### src/rtl/vending_if.sv
// Handshake bundle between the coin/keypad front end, the vending sequencer
// and the dispenser / coin-return actuators.
interface vending_if;
    logic        coin_valid;
    logic [1:0]  coin_val;
    logic        sel_valid;
    logic [2:0]  sel;
    logic        cancel;
    logic [11:0] credit;
    logic        dispense;
    logic [2:0]  drink;
    logic [11:0] change;
    logic        change_valid;
    logic        fault;
    logic        coin_reject;
    logic        busy;

    modport master (
        output coin_valid, coin_val, sel_valid, sel, cancel,
        input  credit, dispense, drink, change, change_valid, fault, coin_reject, busy
    );

    modport slave (
        input  coin_valid, coin_val, sel_valid, sel, cancel,
        output credit, dispense, drink, change, change_valid, fault, coin_reject, busy
    );
endinterface

### src/rtl/vending_sequencer.sv
// Control FSM for the vending machine: coin credit, price check, dispense
// strobe and change/refund payout. Every output comes straight from a flop.
module vending_sequencer #(
    parameter int TIMEOUT_CYC  = 1000,
    parameter int DISPENSE_CYC = 4,
    parameter int MAX_CREDIT   = 1000
) (
    input  logic      clk,
    input  logic      rst,
    vending_if.slave  bus
);
    localparam logic [2:0] S_IDLE     = 3'd0;
    localparam logic [2:0] S_CREDIT   = 3'd1;
    localparam logic [2:0] S_CHECK    = 3'd2;
    localparam logic [2:0] S_DISPENSE = 3'd3;
    localparam logic [2:0] S_CHANGE   = 3'd4;

    localparam int TW = $clog2(TIMEOUT_CYC + 1);
    localparam int DW = $clog2(DISPENSE_CYC + 1);

    function automatic logic [11:0] coin_value(input logic [1:0] code);
        case (code)
            2'b00:   coin_value = 12'd25;
            2'b01:   coin_value = 12'd50;
            2'b10:   coin_value = 12'd100;
            2'b11:   coin_value = 12'd500;
            default: coin_value = 12'd0;
        endcase
    endfunction

    // A price of zero marks an invalid drink code.
    function automatic logic [11:0] drink_price(input logic [2:0] code);
        case (code)
            3'b001:  drink_price = 12'd300;
            3'b010:  drink_price = 12'd400;
            3'b011:  drink_price = 12'd500;
            3'b100:  drink_price = 12'd700;
            default: drink_price = 12'd0;
        endcase
    endfunction

    logic [2:0]    state_r, state_s;
    logic [11:0]   credit_r, credit_s;
    logic [11:0]   change_amt_r, change_amt_s;
    logic [11:0]   change_r, change_s;
    logic [2:0]    sel_r, sel_s;
    logic [TW-1:0] tmr_r, tmr_s;
    logic [DW-1:0] dcnt_r, dcnt_s;
    logic          change_valid_r, change_valid_s;
    logic          fault_r, fault_s;
    logic          coin_reject_r, coin_reject_s;
    logic          dispense_r, dispense_s;
    logic [2:0]    drink_r, drink_s;
    logic          busy_r, busy_s;
    logic [12:0]   coin_sum_s;
    logic          coin_ok_s;
    logic          activity_s;

    // Next-state and next-output computation for every register.
    always_comb begin
        state_s        = state_r;
        credit_s       = credit_r;
        change_amt_s   = change_amt_r;
        change_s       = change_r;
        sel_s          = sel_r;
        tmr_s          = tmr_r;
        dcnt_s         = dcnt_r;
        change_valid_s = 1'b0;
        fault_s        = 1'b0;
        coin_reject_s  = 1'b0;
        // 13-bit sum so a coin on top of near-maximum credit cannot wrap.
        coin_sum_s     = {1'b0, credit_r} + {1'b0, coin_value(bus.coin_val)};
        coin_ok_s      = bus.coin_valid && (coin_sum_s <= 13'(MAX_CREDIT));
        activity_s     = bus.coin_valid || bus.sel_valid || bus.cancel;

        case (state_r)
            S_IDLE: begin
                credit_s = 12'd0;
                tmr_s    = '0;
                if (coin_ok_s) begin
                    credit_s = coin_sum_s[11:0];
                    state_s  = S_CREDIT;
                end else begin
                    coin_reject_s = bus.coin_valid;
                end
                fault_s = bus.sel_valid;
            end
            S_CREDIT: begin
                if (coin_ok_s) begin
                    credit_s = coin_sum_s[11:0];
                end else begin
                    coin_reject_s = bus.coin_valid;
                end
                if (activity_s) begin
                    tmr_s = '0;
                end else begin
                    tmr_s = tmr_r + TW'(1);
                end
                if (bus.cancel) begin
                    change_s       = credit_s;
                    change_valid_s = 1'b1;
                    state_s        = S_CHANGE;
                end else if (bus.sel_valid) begin
                    if (drink_price(bus.sel) != 12'd0) begin
                        sel_s   = bus.sel;
                        state_s = S_CHECK;
                    end else begin
                        fault_s = 1'b1;
                    end
                end else if (!activity_s && (tmr_r == TW'(TIMEOUT_CYC - 1))) begin
                    change_s       = credit_r;
                    change_valid_s = 1'b1;
                    state_s        = S_CHANGE;
                end else begin
                    state_s = S_CREDIT;
                end
            end
            S_CHECK: begin
                coin_reject_s = bus.coin_valid;
                if (credit_r >= drink_price(sel_r)) begin
                    change_amt_s = credit_r - drink_price(sel_r);
                    dcnt_s       = '0;
                    state_s      = S_DISPENSE;
                end else begin
                    fault_s = 1'b1;
                    tmr_s   = '0;
                    state_s = S_CREDIT;
                end
            end
            S_DISPENSE: begin
                coin_reject_s = bus.coin_valid;
                if (dcnt_r == DW'(DISPENSE_CYC - 1)) begin
                    change_s       = change_amt_r;
                    change_valid_s = 1'b1;
                    state_s        = S_CHANGE;
                end else begin
                    dcnt_s = dcnt_r + DW'(1);
                end
            end
            S_CHANGE: begin
                coin_reject_s = bus.coin_valid;
                credit_s      = 12'd0;
                sel_s         = 3'd0;
                tmr_s         = '0;
                state_s       = S_IDLE;
            end
            default: begin
                credit_s = 12'd0;
                state_s  = S_IDLE;
            end
        endcase

        dispense_s = (state_s == S_DISPENSE);
        drink_s    = dispense_s ? sel_s : 3'd0;
        busy_s     = (state_s == S_CHECK) || (state_s == S_DISPENSE) || (state_s == S_CHANGE);
    end

    // State and output registers with asynchronous reset.
    always_ff @(posedge clk or posedge rst) begin
        if (rst) begin
            state_r        <= S_IDLE;
            credit_r       <= 12'd0;
            change_amt_r   <= 12'd0;
            change_r       <= 12'd0;
            sel_r          <= 3'd0;
            tmr_r          <= '0;
            dcnt_r         <= '0;
            change_valid_r <= 1'b0;
            fault_r        <= 1'b0;
            coin_reject_r  <= 1'b0;
            dispense_r     <= 1'b0;
            drink_r        <= 3'd0;
            busy_r         <= 1'b0;
        end else begin
            state_r        <= state_s;
            credit_r       <= credit_s;
            change_amt_r   <= change_amt_s;
            change_r       <= change_s;
            sel_r          <= sel_s;
            tmr_r          <= tmr_s;
            dcnt_r         <= dcnt_s;
            change_valid_r <= change_valid_s;
            fault_r        <= fault_s;
            coin_reject_r  <= coin_reject_s;
            dispense_r     <= dispense_s;
            drink_r        <= drink_s;
            busy_r         <= busy_s;
        end
    end

    assign bus.credit       = credit_r;
    assign bus.change       = change_r;
    assign bus.change_valid = change_valid_r;
    assign bus.fault        = fault_r;
    assign bus.coin_reject  = coin_reject_r;
    assign bus.dispense     = dispense_r;
    assign bus.drink        = drink_r;
    assign bus.busy         = busy_r;
endmodule

### src/flat_wrapper.sv
// flat-port wrapper written by rule: the top's interface ports become plain ports
module vending_sequencer_flat 
#(
    parameter int TIMEOUT_CYC  = 1000,
    parameter int DISPENSE_CYC = 4,
    parameter int MAX_CREDIT   = 1000
)
  (clk, rst, bus_coin_valid, bus_coin_val, bus_sel_valid, bus_sel, bus_cancel, bus_credit, bus_dispense, bus_drink, bus_change, bus_change_valid, bus_fault, bus_coin_reject, bus_busy);
  vending_if bus_i ();
  input  logic clk;
  input  logic rst;
  input wire logic [$bits(bus_i.coin_valid)-1:0] bus_coin_valid;
  input wire logic [$bits(bus_i.coin_val)-1:0] bus_coin_val;
  input wire logic [$bits(bus_i.sel_valid)-1:0] bus_sel_valid;
  input wire logic [$bits(bus_i.sel)-1:0] bus_sel;
  input wire logic [$bits(bus_i.cancel)-1:0] bus_cancel;
  output wire logic [$bits(bus_i.credit)-1:0] bus_credit;
  output wire logic [$bits(bus_i.dispense)-1:0] bus_dispense;
  output wire logic [$bits(bus_i.drink)-1:0] bus_drink;
  output wire logic [$bits(bus_i.change)-1:0] bus_change;
  output wire logic [$bits(bus_i.change_valid)-1:0] bus_change_valid;
  output wire logic [$bits(bus_i.fault)-1:0] bus_fault;
  output wire logic [$bits(bus_i.coin_reject)-1:0] bus_coin_reject;
  output wire logic [$bits(bus_i.busy)-1:0] bus_busy;
  assign bus_i.coin_valid = bus_coin_valid;
  assign bus_i.coin_val = bus_coin_val;
  assign bus_i.sel_valid = bus_sel_valid;
  assign bus_i.sel = bus_sel;
  assign bus_i.cancel = bus_cancel;
  assign bus_credit = bus_i.credit;
  assign bus_dispense = bus_i.dispense;
  assign bus_drink = bus_i.drink;
  assign bus_change = bus_i.change;
  assign bus_change_valid = bus_i.change_valid;
  assign bus_fault = bus_i.fault;
  assign bus_coin_reject = bus_i.coin_reject;
  assign bus_busy = bus_i.busy;
  vending_sequencer #(.TIMEOUT_CYC(TIMEOUT_CYC), .DISPENSE_CYC(DISPENSE_CYC), .MAX_CREDIT(MAX_CREDIT)) u_core (.clk(clk), .rst(rst), .bus(bus_i));
endmodule
### config.mk
export PLATFORM = sky130hd
export DESIGN_NAME = vending_sequencer_flat
export DESIGN_NICKNAME = d
export VERILOG_FILES = /design/src/rtl/vending_if.sv /design/src/rtl/vending_sequencer.sv /design/src/flat_wrapper.sv
export SDC_FILE = /design/constraint.sdc
export NUM_CORES = 1
export LEC_CHECK = 0
export CAP_MARGIN = 20
export CORE_AREA = 2 2 131 133
export DETAILED_ROUTE_END_ITERATION = 7
export DIE_AREA = 0 0 133 135
export HOLD_SLACK_MARGIN = 0.05
export MAX_ROUTING_LAYER = met4
export PLACE_DENSITY = 0.45
export SLEW_MARGIN = 5
export SYNTH_ARGS = -nofsm -noshare
export SYNTH_HDL_FRONTEND = slang
export SYNTH_SLANG_ARGS = --single-unit
### constraint.sdc
create_clock -name clk -period 2.9 [get_ports clk]
set_input_delay 0.725 -clock clk [delete_from_list [all_inputs] [get_ports clk]]
set_output_delay 0.725 -clock clk [all_outputs]
set_load 0.03 [all_outputs]
==> flow_summary.ini, run 1 <==
[sta]
relSlewSlack_pct = 61.8
finalSetupViolations = 55
worst_pin_slew_ns = 0.567
rsz0062_at_grt = true
final-hold-violation-count = 0
post-route-worst-setup-slack_ns = -0.199
period_minus_slack_ns = 3.10
timing.fmax_ghz = 0.323
worst_clock_skew_ns = 0.00538
timing_max_transition_violations_final = 0
final_min_period_over_clock_period_pct = 107
timing.hold.ws_ns = 0.485

[floorplan]
floorplan.core_area_sq_um = 16400
die_width_um = 133
initial_utilization_pct = 24.6
die_h_um = 135
top_level_ports = 42
design.die.area_sq_um = 18000
row_count = 47

[place]
dpl.cell_count = 777
detailed_place_hpwl_um = 9750
placer_congestion_estimate = 0.878
postPlaceCellArea_sq_um = 5360
port_buffers = 41
pre_cts_slack_ns = -0.999

[power]
internal_power_w = 0.00397
pwr-share-comb_pct = 65.9
power_switching_share_pct = 43.8
pwr_dens_nw_per_um2 = 1130
ir_drop_mv = 0.501
total_leakage_power_nw = 2.70
netSwitchingPower_w = 0.00310
power.share.sequential_pct = 20.1
power.clock.fraction_pct = 14.0

[routing]
ant_nets = 0
detailroute.via_count = 3854
drt_first_iter_violations = 242
drtPass1Iterations = 4
drt-total-wl_um = 13200
wl_per_cell_um = 16.3
drt-vias-per-instance = 4.76
drc = 0

[worst_setup_path]
critical-path-slowest-cell = sky130_fd_sc_hd__a211oi_4
timing.critical_path.from_type = input pin
timing.critical_path.cells = buf_8, buf_6, nor2b_4, ha_4, a211oi_4, o31ai_4, a31o_2, a21oi_4, nand3_2, buf_6, o31ai_4, buf_4, buf_6, nor3_2, xnor2_1, o21ai_1
cp_top_family = compound AO/OA/AOI/OAI gates
crit_type = input pin to flop
cp_slowest_stage_delay_ns = 0.30
critical_path.endpoint_type = flop
critical_path_peak_fanout = 5
critPathBufInv = 5
critical_path_arrival_ns = 3.32
worst-endpoint-required_ns = 3.12
worst_path_most_repeated_cell = sky130_fd_sc_hd__buf_6

[cells_and_area]
areaGrowthSynthToFinish_pct = 54.9
num-nets-final = 615
antennaDiodeCount = 0
finish.cell_count_without_fillers = 809
stdcell_area_sq_um = 6260
layout-drive-gt1-share_pct = 37.4

[cts]
h-tree-depth = 3
clock_tree_from_tritoncts = built
cts.sinks = 63
worst_skew_pair.late_latency_ns = 0.34
cts-root-buf = sky130_fd_sc_hd__clkbuf_16
clkSlewWorstSetupHoldPaths_ns = 0.05
cts.path.max_buffers = 2
tritoncts.num_buffers = 9

[synth]
post_synth_edffs = 0
ys_seq_elements = 63
largest_family_of_logic_cells_by_synthesized_area = simple AND/OR/NAND/NOR gates
synth.mux.area_fraction_pct = 2.82
synth_simple_gate_area_share_pct = 23.7
gate_count_post_synth = 452
dominantRegCellSynth = sky130_fd_sc_hd__dfrtp_1
mappedNetlistArea_sq_um = 4040
postSynthAreaPerCell_sq_um = 8.94
synthDistinctLibCells = 71
syn-num-nets = 482
synth_adder_area_share_pct = 6.82
synth.yosys.seq_area_share_pct = 39.0
synth_compound_area_share_pct = 19.0
area_share_of_xor_xnor_cells_in_the_synthesized_design_pct = 3.66
synth-async-reset-ratio_pct = 100
yosysWarningCount = 0

[grt]
number_of_global_route_vias_before_repair = 3978
grt_antenna_before_repair = 0
grt_remaining_overflow = 0
grt_pass1_wl_um = 21200
grt_start_max_net_pins = 42
track_usage_pct = 15.7

[worst_hold_path]
min_path_type = flop to flop

[outcome]
violations = negative setup slack
outcome = complete, but fails checks

[flow_run]
max_cap_viol_count = 0
[flip-flops by register name, indices dropped and copies added (netlist names), 3 cells and up]
register,flops
u_core.bus.change,12
u_core.bus.credit,12
u_core.change_amt_r,12
u_core.tmr_r,10
u_core.bus.drink,3
u_core.dcnt_r,3
u_core.sel_r,3
u_core.state_r,3
[routing by layer]
metal,global-route usage (%),vias up,wire length (um)
li1,-,1893,-
met1,20.0,1879,6170
met3,2.67,17,385
met4,5.73,0,225
met5,-,-,0
met2,25.1,65,6440
[synthesized netlist by cell type, types with 3 or more instances]
cell type	number	area (sq um)
sky130_fd_sc_hd__or3_1	8	50.1
sky130_fd_sc_hd__nand2_1	49	184
sky130_fd_sc_hd__a21o_1	4	30.0
sky130_fd_sc_hd__and2_1	6	37.5
sky130_fd_sc_hd__ha_1	18	225
sky130_fd_sc_hd__mux2i_1	8	80.1
sky130_fd_sc_hd__a31oi_1	14	87.6
sky130_fd_sc_hd__nand4_1	5	31.3
sky130_fd_sc_hd__nor4_1	4	25.0
sky130_fd_sc_hd__xor2_1	5	43.8
sky130_fd_sc_hd__nand3_1	19	95.1
sky130_fd_sc_hd__mux2_2	3	33.8
sky130_fd_sc_hd__or2_2	4	25.0
sky130_fd_sc_hd__nand3b_1	8	60.1
sky130_fd_sc_hd__nor2b_1	8	50.1
sky130_fd_sc_hd__inv_1	24	90.1
sky130_fd_sc_hd__nand2b_1	4	25.0
sky130_fd_sc_hd__o21ai_0	42	210
sky130_fd_sc_hd__clkbuf_1	13	48.8
sky130_fd_sc_hd__and3_1	9	56.3
sky130_fd_sc_hd__o31ai_1	5	37.5
sky130_fd_sc_hd__nor3_1	8	40.0
sky130_fd_sc_hd__buf_6	3	33.8
sky130_fd_sc_hd__xnor2_1	10	87.6
sky130_fd_sc_hd__dfrtp_1	63	1580
sky130_fd_sc_hd__a21oi_1	24	120
sky130_fd_sc_hd__nor2_1	30	113
[repair_timing]
action,in CTS,in global routing
endpoints found under the hold margin,0,0
cloned,3,0
setup buffers,13,2
pin swaps,42,18
gates resized for setup,106,40
endpoints found under the setup margin,55,56
hold buffers,0,0
[power by group through the flow]
stage	Sequential, W	Combinational [W]	Clock [W]
2_1_floorplan	0.00168	0.00190	0
3_3_place_gp	0.00140	0.00386	0
3_5_place_dp	0.00140	0.00388	0
4_1_cts	0.00141	0.00446	0.00101
5_1_grt	0.00146	0.00503	0.00105
6_report	0.00142	0.00465	0.000992
[worst min-delay path, delay by kind of cell, from the launching register on]
kind	cells	cell delay (ns)
DFF	1	0.34
and+or+nand+nor	1	0.05
AOI/OAI and AO/OA	1	0.06
[logic make-up (layout without fill, tap and decap cells)]
logic type	Yosys count	count (layout)
DFF	63	63
xor gates and xnor gates	16	16
AOI/OAI and AO/OA	117	117
adders and majority gates	21	21
muxes	11	11
and+or+nand+nor	178	179
buffers and inverters	46	182
[cells in the final DEF, fill, tap and decap left out, types with 4 or more instances in the layout]
cell type                         instances
sky130_fd_sc_hd__clkbuf_16                9
sky130_fd_sc_hd__nand3_2                  5
sky130_fd_sc_hd__xnor2_1                  9
sky130_fd_sc_hd__buf_12                   4
sky130_fd_sc_hd__and2_1                   4
sky130_fd_sc_hd__nand3b_1                 8
sky130_fd_sc_hd__nand2_1                 40
sky130_fd_sc_hd__nor2b_1                  4
sky130_fd_sc_hd__nand4_1                  5
sky130_fd_sc_hd__buf_8                    5
sky130_fd_sc_hd__clkdlybuf4s50_1         39
sky130_fd_sc_hd__nor2_1                  26
sky130_fd_sc_hd__ha_4                     4
sky130_fd_sc_hd__mux2i_2                  5
sky130_fd_sc_hd__ha_1                    13
sky130_fd_sc_hd__and3_1                   9
sky130_fd_sc_hd__a21oi_1                 20
sky130_fd_sc_hd__buf_4                   78
sky130_fd_sc_hd__or3_1                    8
sky130_fd_sc_hd__nor4_1                   4
sky130_fd_sc_hd__a21o_1                   4
sky130_fd_sc_hd__nor2_2                   4
sky130_fd_sc_hd__buf_6                   14
sky130_fd_sc_hd__a21oi_2                  4
sky130_fd_sc_hd__inv_2                    6
sky130_fd_sc_hd__o21ai_0                 17
sky130_fd_sc_hd__nand2_2                  7
sky130_fd_sc_hd__nor2_4                   4
sky130_fd_sc_hd__o21ai_2                  9
sky130_fd_sc_hd__nand3_1                 14
sky130_fd_sc_hd__a31oi_1                 13
sky130_fd_sc_hd__inv_1                   19
sky130_fd_sc_hd__o21ai_1                 17
sky130_fd_sc_hd__or2_2                    4
sky130_fd_sc_hd__dfrtp_1                 61
[final cells by class]
class                   count  area (sq um)
clock inverters             4          22.5
fillers                  1621         10100
multi-input cells         344          2720
flip-flops and latches     63          1580
well taps                 220           275
repair buffers            141          1320
inverters                  26          97.6
clock buffers              11           243
[path summary, 6_finish.rpt]
kind / slack [ns] / to / depth (start not counted) / startpoint
max: -0.20 / u_core.bus.change[3] / 16 / bus_coin_val[1]
min: 0.48 / u_core.change_amt_r[5] / 2 / u_core.change_amt_r[5]
max reg2reg: -0.19 / u_core.change_amt_r[0] / 14 / u_core.sel_r[2]
min reg2reg: 0.48 / u_core.change_amt_r[5] / 2 / u_core.change_amt_r[5]
max in group asynchronous: 1.54 / u_core.bus.credit[0] / 3 / rst
min in group asynchronous: 0.75 / u_core.tmr_r[6] / 2 / rst
[stage by stage]
stage,util [%],power (W),TNS [ns]
finish,38.1,0.00706,-6.11
global route,38.1,0.00754,-13.00
CTS,37.1,0.00689,-5.49
detailed placement,32.7,0.00528,-30.84
global placement,32.7,0.00526,-30.22
floorplan,-,0.00358,-2.73
No activity file was read; power rests on OpenSTA's default activity.
==> run 2, diff against run 1 <==
CORE_AREA = 2 2 125 139   (was 2 2 131 133)
CTS_CLUSTER_SIZE = 20   (was unset)
DIE_AREA = 0 0 127 141   (was 0 0 133 135)
==> run 2 against run 1 <==
The run still ends with negative setup slack left; critical path type unchanged; wire length up 0.32%; largest cell class unchanged; non-clock buffer count grew 18; clock skew down 0.00079 ns; count of clock-buffer cells in the layout unchanged; global-route usage fell by 0.15 points; core utilization rose by 0.55 points; critical endpoint is now u_core.bus.credit[9]; clock power rose by 9%; final cell count increased by 0.74%; total power rose by 4.4%.
==> flow_summary.ini, run 2 (same netlist as run 1, synthesis figures left out) <==
[sta]
post-route-worst-setup-slack_ns = -0.241
worst_pin_slew_ns = 0.587
relSlewSlack_pct = 60.5
timing_max_transition_violations_final = 0
timing.fmax_ghz = 0.318
rsz0062_at_grt = true
timing.setup.tns_ns = -4.62
finalSetupViolations = 43
final-hold-violation-count = 0
worst_clock_skew_ns = 0.00459
period_minus_slack_ns = 3.14
final_min_period_over_clock_period_pct = 108

[worst_setup_path]
regToRegEndpoint = u_core.bus.change[5]
timing.critical_path.from = bus_coin_val[1]
critPathBufInv = 4
critical_path.endpoint_type = flop
timing.critical_path.from_type = input pin
worst-endpoint-required_ns = 3.14
timing.critical_path.cells = buf_8, buf_6, ha_1, a21o_1, o2111ai_2, buf_4, a311oi_2, o21a_1, nor2_2, a31oi_4, nor4b_4, buf_12, or3_1, a31oi_1
worst_r2r_path_depth = 13
crit_type = input pin to flop
critical_path_arrival_ns = 3.38
critical_path_peak_fanout = 22
rr_startpoint = u_core.bus.credit[0]
cp_slowest_stage_delay_ns = 0.35
reg2reg_slack_ns = -0.13
cp_top_family = compound AO/OA/AOI/OAI gates
critical-path-slowest-cell = sky130_fd_sc_hd__ha_1

[cells_and_area]
layout-drive-gt1-share_pct = 40.2
areaGrowthSynthToFinish_pct = 59.4
finish.cell_count_without_fillers = 815
num-nets-final = 633
stdcell_area_sq_um = 6440
seqCellArea_sq_um = 1580
multi_input_comb_area_sq_um = 2750
antennaDiodeCount = 0
leading_cell_types_in_the_layout_fill_and_taps_excluded = sky130_fd_sc_hd__buf_4 (93), sky130_fd_sc_hd__dfrtp_1 (61), sky130_fd_sc_hd__nand2_1 (39), sky130_fd_sc_hd__clkdlybuf4s50_1 (39), sky130_fd_sc_hd__nor2_1 (26)
layout.cells.most_common = sky130_fd_sc_hd__buf_4
fillCellCount = 1658

[routing]
drt-total-wl_um = 13300
drtPass1Iterations = 4
ant_nets = 0
drt_first_iter_violations = 271
drt-vias-per-instance = 4.82
wl_per_cell_um = 16.3
drc = 0
detailroute.via_count = 3928

[grt]
track_usage_pct = 15.5
grt_pass1_wl_um = 21200
grt_remaining_overflow = 0
grt_start_max_net_pins = 64
grt_antenna_before_repair = 0
number_of_global_route_vias_before_repair = 4012

[worst_hold_path]
hold_start = u_core.change_amt_r[7]
timing.hold.worst_endpoint = u_core.change_amt_r[7]
min_path_type = flop to flop
whs_path_depth = 2

[power]
fin_total_pwr_w = 0.00737
netSwitchingPower_w = 0.00312
pwr_dens_nw_per_um2 = 1140
ir_drop_mv = 0.578
power_switching_share_pct = 42.3
power.clock.fraction_pct = 14.7
total_leakage_power_nw = 2.80
internal_power_w = 0.00425
power.share.sequential_pct = 18.8
pwr-share-comb_pct = 66.5

[cts]
clock_tree_from_tritoncts = built
tritoncts.num_buffers = 9
worst_skew_pair.late_latency_ns = 0.32
cts-root-buf = sky130_fd_sc_hd__clkbuf_16
h-tree-depth = 3
cts.sinks = 63
clkSlewWorstSetupHoldPaths_ns = 0.05
cts_hold_buffers = 0
cts.path.max_buffers = 2

[floorplan]
design.die.area_sq_um = 17900
top_level_ports = 42
die_width_um = 127
row_count = 50
floorplan.core_area_sq_um = 16600
initial_utilization_pct = 24.3
die_h_um = 141

[place]
port_buffers = 41
detailed_place_hpwl_um = 9670
placer_congestion_estimate = 0.865
dpl.cell_count = 767
postPlaceCellArea_sq_um = 5380

[flow_run]
max_cap_viol_count = 0

[outcome]
violations = negative setup slack
outcome = complete, but fails checks
run 2: cell types whose count changed in the layout (fill, tap and decap cells not counted), sizes merged:
cell / before / now
buf: 102 / 120
bufinv: 0 / 1
clkinvlp: 1 / 0
run 2: how the worst max path moves through the flow:
| stage | to | slack (ns) | cells past startpoint |
|---|---|---|---|
| 2_1_floorplan | u_core.bus.credit[5] | -0.20 | 11 |
| 3_3_place_gp | u_core.bus.change[1] | -1.03 | 14 |
| 3_5_place_dp | u_core.bus.change[1] | -1.06 | 14 |
| 4_1_cts | u_core.bus.change[1] | -0.24 | 15 |
| 5_1_grt | u_core.bus.credit[3] | -0.37 | 15 |
| 6_report | u_core.bus.credit[9] | -0.24 | 14 |
run 2: routing by layer:
metal / part of all wire [%] / GRT usage, % / wire, um / up-vias
met5: 0 / - / 0 / -
met4: 3.0 / 6.02 / 393 / 0
met3: 3.0 / 1.90 / 400 / 24
met2: 51 / 26.5 / 6720 / 78
met1: 43 / 18.7 / 5750 / 1906
li1: - / - / - / 1920
run 2: per-stage QoR:
stage / hold slack (ns) / util [%] / setup WS, ns
floorplan: 0.443 / - / -0.203
global placement: 0.459 / 32.3 / -1.03
detailed placement: 0.466 / 32.3 / -1.06
CTS: 0.476 / 36.7 / -0.243
global route: 0.499 / 38.7 / -0.372
finish: 0.484 / 38.7 / -0.241
run 2: what timing repair did:
| item | CTS | global route |
|---|---|---|
| pin swaps | 42 | 47 |
| cloned | 3 | 0 |
| gates resized for setup | 82 | 74 |
| setup endpoints to repair | 56 | 57 |
| setup buffers | 19 | 13 |
| hold endpoints to repair | 0 | 0 |
run 2: tightest hold or removal path, delay by kind of cell (launching register included):
| family | cells | cell delay [ns] |
|---|---|---|
| compound gates | 1 | 0.06 |
| flops | 1 | 0.34 |
| simple gates | 1 | 0.05 |
run 2: final cells by class:
class	count	area share (%)
clock inverters	4	0.700
flip-flops and latches	63	24.5
well taps	208	4.04
inverters	26	1.52
repair buffers	159	22.7
multi-input cells	344	42.6
clock buffers	11	3.93
run 2: power groups by stage:
stage / Combinational [W] / Sequential [W] / Clock [W]
after global placement: 0.00393 / 0.00137 / 0
final: 0.00490 / 0.00139 / 0.00108
after detailed placement: 0.00395 / 0.00137 / 0
after global routing: 0.00530 / 0.00143 / 0.00114
after floorplan: 0.00190 / 0.00168 / 0
after CTS: 0.00447 / 0.00138 / 0.00111
